==> src/rtl/data_writer.sv <==
// rtl/data_writer.sv - burst writer: streams a counted burst of words into an internal memory with an independent read port
//
// Purpose:
//   An IDLE/RUN/DONE FSM accepts a start request with a burst length.
//   In RUN it takes words over a valid/ready handshake and writes them to
//   consecutive addresses starting at 0. A separate registered read port
//   (1-cycle latency, read-first on collision) gives access to the memory.
//
// Optional feature:
//   DATA_WRITER_ABORT_EN - adds abort_i, which ends a burst early from RUN
//                          straight back to IDLE without entering DONE.
//
// Ports:
//   clk         in   clock, rising edge
//   rst         in   asynchronous active-high reset
//   abort_i     in   burst abort (only with DATA_WRITER_ABORT_EN)
//   start_i     in   burst request, sampled in IDLE
//   cnt_val_i   in   burst length in words, sampled with start_i
//   s_valid_i   in   input word valid
//   s_data_i    in   input word
//   s_ready_o   out  block accepts a word this cycle (RUN)
//   rd_en_i     in   read enable
//   rd_addr_i   in   read address
//   rd_data_o   out  registered read data
//   idle_o      out  FSM in IDLE
//   run_o       out  FSM in RUN
//   done_o      out  FSM in DONE (one cycle)
//   wr_cnt_o    out  words written in the current/last burst

module data_writer #(
    parameter int DWIDTH   = 32,
    parameter int AWIDTH   = 7,
    parameter int MEM_SIZE = 100
) (
    input  logic              clk,
    input  logic              rst,
`ifdef DATA_WRITER_ABORT_EN
    input  logic              abort_i,
`endif
    input  logic              start_i,
    input  logic [AWIDTH-1:0] cnt_val_i,
    input  logic              s_valid_i,
    input  logic [DWIDTH-1:0] s_data_i,
    output logic              s_ready_o,
    input  logic              rd_en_i,
    input  logic [AWIDTH-1:0] rd_addr_i,
    output logic [DWIDTH-1:0] rd_data_o,
    output logic              idle_o,
    output logic              run_o,
    output logic              done_o,
    output logic [AWIDTH-1:0] wr_cnt_o
);

    localparam logic [31:0] MEM_SIZE_U = 32'(MEM_SIZE);

    typedef enum logic [1:0] {
        S_IDLE = 2'd0,
        S_RUN  = 2'd1,
        S_DONE = 2'd2
    } state_t;

    state_t              state_q, state_d;
    logic [AWIDTH-1:0]   len_q, len_d;
    logic [AWIDTH-1:0]   wr_cnt_q, wr_cnt_d;
    logic [DWIDTH-1:0]   rd_data_q;
    logic                wr_en;
    logic                abort_w;
    logic                wr_in_range;
    logic                rd_in_range;
    logic [AWIDTH-1:0]   len_clamped;

    logic [DWIDTH-1:0]   mem [MEM_SIZE];

`ifdef DATA_WRITER_ABORT_EN
    assign abort_w = abort_i && (state_q == S_RUN);
`else
    assign abort_w = 1'b0;
`endif

    // Burst length is clamped to the memory depth so the write pointer
    // can never run past the last word.
    assign len_clamped = (32'(cnt_val_i) > MEM_SIZE_U) ? AWIDTH'(MEM_SIZE_U) : cnt_val_i;

    assign wr_in_range = (32'(wr_cnt_q) < MEM_SIZE_U);
    assign rd_in_range = (32'(rd_addr_i) < MEM_SIZE_U);

    // State register and burst bookkeeping.
    always_ff @(posedge clk or posedge rst) begin
        if (rst) begin
            state_q  <= S_IDLE;
            len_q    <= '0;
            wr_cnt_q <= '0;
        end else begin
            state_q  <= state_d;
            len_q    <= len_d;
            wr_cnt_q <= wr_cnt_d;
        end
    end

    // Next-state logic.
    always_comb begin
        state_d  = state_q;
        len_d    = len_q;
        wr_cnt_d = wr_cnt_q;
        wr_en    = 1'b0;
        case (state_q)
            S_IDLE: begin
                if (start_i && (cnt_val_i != '0)) begin
                    len_d    = len_clamped;
                    wr_cnt_d = '0;
                    state_d  = S_RUN;
                end
            end
            S_RUN: begin
                if (abort_w) begin
                    // Abort wins over a same-cycle handshake: no write.
                    state_d = S_IDLE;
                end else if (s_valid_i) begin
                    wr_en    = wr_in_range;
                    wr_cnt_d = wr_cnt_q + 1'b1;
                    if (wr_cnt_q == (len_q - 1'b1)) begin
                        state_d = S_DONE;
                    end
                end
            end
            S_DONE: begin
                state_d = S_IDLE;
            end
            default: begin
                state_d = S_IDLE;
            end
        endcase
    end

    // Memory write port; contents intentionally survive reset.
    always_ff @(posedge clk) begin
        if (wr_en) begin
            mem[wr_cnt_q] <= s_data_i;
        end
    end

    // Read port. Non-blocking update on both ports gives read-first
    // behaviour when the addresses collide.
    always_ff @(posedge clk or posedge rst) begin
        if (rst) begin
            rd_data_q <= '0;
        end else if (rd_en_i) begin
            rd_data_q <= rd_in_range ? mem[rd_addr_i] : '0;
        end
    end

    assign idle_o    = (state_q == S_IDLE);
    assign run_o     = (state_q == S_RUN);
    assign done_o    = (state_q == S_DONE);
    assign s_ready_o = (state_q == S_RUN);
    assign wr_cnt_o  = wr_cnt_q;
    assign rd_data_o = rd_data_q;

endmodule

==> config.mk <==
export PLATFORM = sky130hd
export DESIGN_NAME = data_writer
export DESIGN_NICKNAME = d
export VERILOG_FILES = /design/src/rtl/data_writer.sv
export SDC_FILE = /design/constraint.sdc
export NUM_CORES = 2
export LEC_CHECK = 0
export CAP_MARGIN = 15
export CORE_MARGIN = 5
export CORE_UTILIZATION = 30
export CTS_BUF_LIST = sky130_fd_sc_hd__clkbuf_8
export CTS_CLUSTER_SIZE = 8
export DETAILED_ROUTE_END_ITERATION = 16
export PLACE_DENSITY_LB_ADDON = 0.2
export SLEW_MARGIN = 10
export SYNTH_ARGS = -nofsm -noshare
export SYNTH_HDL_FRONTEND = slang
export SYNTH_SLANG_ARGS = --single-unit
==> constraint.sdc <==
create_clock -name clk -period 5.3 [get_ports clk]
set_clock_uncertainty 0.15 [all_clocks]
set_input_delay 1.06 -clock clk [delete_from_list [all_inputs] [get_ports clk]]
set_output_delay 1.06 -clock clk [all_outputs]
set_load 0.05 [all_outputs]
==> flow_summary.json <==
{
  "crit_family": "buffers and inverters",
  "cp.arrival_ns": 2.93,
  "die-area_um2": 428900,
  "critPathLaunch": "wr_cnt_o[3]",
  "holdWs_ns": 0.1792,
  "area_delta_synth_final_pct": 17.09,
  "p_int_uw": 40170,
  "r2r_cells": 7,
  "core_area_um2": 413700,
  "critPathKind": "reg2out",
  "track_usage": 0.1918,
  "clk_pin_slew_ns": 0.07,
  "initial_core_util": 0.3016,
  "switching_share": 0.2541,
  "postLayoutSetupSlackWorst_ns": 1.160,
  "final-hold-violation-count": 0,
  "cp.depth": 1,
  "wire_per_inst_um": 33.92,
  "synthTopCellsByArea": "edfxtp_1 (77%), mux4_2 (12%), mux2i_1 (2.9%)",
  "power.share.clock": 0.382,
  "io_buffers": 93,
  "grt_start_max_net_pins": 76,
  "antenna_left": 0,
  "cp_max_fo": 12,
  "std_cell_rows": 236,
  "path_cells": "clkdlybuf4s50_1",
  "worst_pin_slew_ns": 1.252,
  "cellPowerDensity_nw_per_um2": 368.6,
  "vias": 64770,
  "syn-mean-instance-area_um2": 22.03,
  "ys_types": 71,
  "layout-drive-gt1-share": 0.2919,
  "cts_buffers": 562,
  "fmax_mhz": 241.6,
  "synth_top_cell_by_area": "edfxtp_1",
  "grt_pass1_vias": 65270,
  "slowest_stage": "clkdlybuf4s50_1",
  "maxCapViolations": 0,
  "worst-path-buf-inv": 1,
  "worstReg2RegStart": "state_q[1]",
  "slowest_delay_ns": 0.95,
  "drcViolationCount": 0,
  "rsz0062_at_grt": "false",
  "dpl.hpwl_um": 259700,
  "root_buffer": "clkbuf_8",
  "cts_hold_buffers": 0,
  "overflow": 0,
  "status": "complete, no violations",
  "drtPass1Iterations": 7,
  "cts_resized": 0,
  "crit_end": "wr_cnt_o[3]",
  "cts_tree": "done",
  "clock-sinks": 3248,
  "layout.nets": 6515,
  "comb_power_share": 0.080,
  "vias_per_cell": 5.233,
  "ir_worst_vdd_mv": 0.2435,
  "required_ns": 4.09,
  "fp.dieW_um": 654.9,
  "antenna_found_initial": 60,
  "p_switching_uw": 13680,
  "synth_seq_cells": 3248,
  "synth_area_um2": 124800,
  "syn-num-nets": 5717,
  "wirelength_um": 419800,
  "cts_setup_buffers": 0,
  "final-setup-viol-count": 0,
  "cts.path.max_buffers": 4,
  "gp_congestion": 0.8628,
  "synth_edf_count": 3200,
  "timing.final.crit_share": 0.7811,
  "p_leak_uw": 0.04658,
  "hold_path.class": "in2async",
  "syn_inst": 5664,
  "ys.flop_type": "edfxtp_1",
  "reg2reg_slack_ns": 1.46,
  "cts_max_level": 6,
  "seqPwrFrac": 0.537,
  "clkLatencyLatePin_ns": 1.19,
  "drt_iter0_drc": 7575,
  "slew_headroom": 0.1600,
  "die_y_um": 654.9,
  "r2r-end": "mem[11][12]",
  "post-place-ws_ns": 0.2812,
  "ios": 94,
  "yosysWarningCount": 0,
  "netlist.area_leader.share": 0.7702,
  "async_reset_ff_frac": 0.01478,
  "synth-seq-area-share": 0.7798,
  "min_period_ns": 4.140,
  "cp-end-kind": "output port",
  "slew_viol_final": 0,
  "crit_path_start_kind": "register",
  "grt_pass1_wl_um": 567400
}
-- power groups by stage --
stage	Combinational [uW]	Clock [uW]	Sequential [uW]
finish	4330	20600	28900
global route	4520	22400	28900
CTS	4380	21200	28900
detailed placement	4370	0	29500
global placement	4340	0	29500
floorplan	1840	0	29400
-- registers in the layout, indices dropped and copies added, names as in the netlist --
signal,cells
len_q,7
mem,3200
rd_data_o,32
state_q,2
wr_cnt_o,7
-- stage by stage --
step	utilization	std cells	cell area (um^2)	setup TNS, ns	total power, uW
floorplan	-	5664	124800	0	31280
global placement	0.3290	11370	136100	-0.1146	33790
detailed placement	0.3290	11370	136100	0	33830
CTS	0.3530	12350	146000	0	54470
global route	0.3530	12360	146000	0	55810
finish	0.3531	12380	146100	0	53850
-- final cells by class --
type / instances / area [um^2]
fillers: 38350 / 267600
flip-flops and latches: 3248 / 97290
multi-input cells: 2088 / 26320
clock buffers: 579 / 7969
well taps: 5474 / 6849
repair buffers: 549 / 5612
clock inverters: 403 / 1924
diodes: 23 / 57.56
inverters: 13 / 51.30
-- synthesized netlist by cell type (21+ instances only) --
cell	n
edfxtp_1	3200
nand3_1	39
buf_2	107
buf_4	69
a211oi_1	50
nor2_1	154
a22o_1	21
clkbuf_1	86
buf_6	44
mux4_2	676
a21oi_1	84
a221oi_1	36
a22oi_1	45
a2111oi_0	26
o22ai_1	85
mux2_2	54
o21ai_0	36
mux2i_1	363
dfrtp_1	48
nor2b_1	36
nand2_1	132
o221ai_1	65
-- placed cells by master (no fill, tap or decap), types with 12 or more instances in the layout --
| cell type | netlist | layout |
|---|---|---|
| inv_6 | 0 | 13 |
| a22oi_1 | 45 | 45 |
| nand3_1 | 39 | 37 |
| nor2b_1 | 36 | 31 |
| mux2i_1 | 363 | 363 |
| nor3_1 | 18 | 18 |
| inv_1 | 11 | 224 |
| buf_12 | 0 | 107 |
| clkinv_1 | 1 | 115 |
| clkdlybuf4s50_1 | 0 | 55 |
| o21ai_1 | 10 | 12 |
| clkinv_2 | 0 | 25 |
| nor2_4 | 0 | 102 |
| o22ai_1 | 85 | 85 |
| mux4_2 | 676 | 676 |
| o221ai_1 | 65 | 65 |
| a2111oi_0 | 26 | 22 |
| clkinvlp_4 | 0 | 13 |
| diode_2 | 0 | 23 |
| a32oi_1 | 14 | 14 |
| dfrtp_1 | 48 | 48 |
| a211oi_1 | 50 | 49 |
| a221oi_1 | 36 | 36 |
| o21ai_0 | 36 | 34 |
| nor2_1 | 154 | 52 |
| a21oi_1 | 84 | 83 |
| clkbuf_8 | 0 | 579 |
| edfxtp_1 | 3200 | 3200 |
| buf_4 | 69 | 381 |
| mux2_2 | 54 | 54 |
| a22o_1 | 21 | 21 |
| nand2_1 | 132 | 126 |
-- cell families (layout without fill, tap and decap cells) --
kind of cell | count (synthesis) | after routing | synth area share
AND/OR/NAND/NOR | 440 | 440 | 0.01594
flip-flops | 3248 | 3248 | 0.7798
AO/OA/AOI/OAI | 541 | 541 | 0.03132
other | 0 | 23 | 0
XOR/XNOR | 12 | 12 | 0.0008424
multiplexers | 1093 | 1093 | 0.1560
adder cells (fa/ha/maj) | 2 | 2 | 0.0002005
buffers and inverters | 328 | 1544 | 0.01585
-- worst min-delay path by stage --
| stage | from | endpoint | slack [ns] | depth (start not counted) |
|---|---|---|---|---|
| after CTS | s_data_i[10] | mem[92][10] | 0.06 | 1 |
| after detailed placement | len_q[6] | len_q[6] | 0.34 | 2 |
| after floorplan | len_q[6] | len_q[6] | 0.32 | 2 |
| after global placement | len_q[6] | len_q[6] | 0.34 | 2 |
| after global routing | s_data_i[10] | mem[92][10] | 0.12 | 1 |
| final | rst | len_q[1] | 0.18 | 2 |
-- layer usage --
metal / vias up / part of all wire / track usage
li1: 25780 / - / -
met1: 35570 / 0.42 / 0.2652
met2: 2781 / 0.46 / 0.3006
met3: 626 / 0.081 / 0.04551
met4: 10 / 0.031 / 0.05795
met5: - / 0.00018 / 0
(Power assumes the default switching activity.)
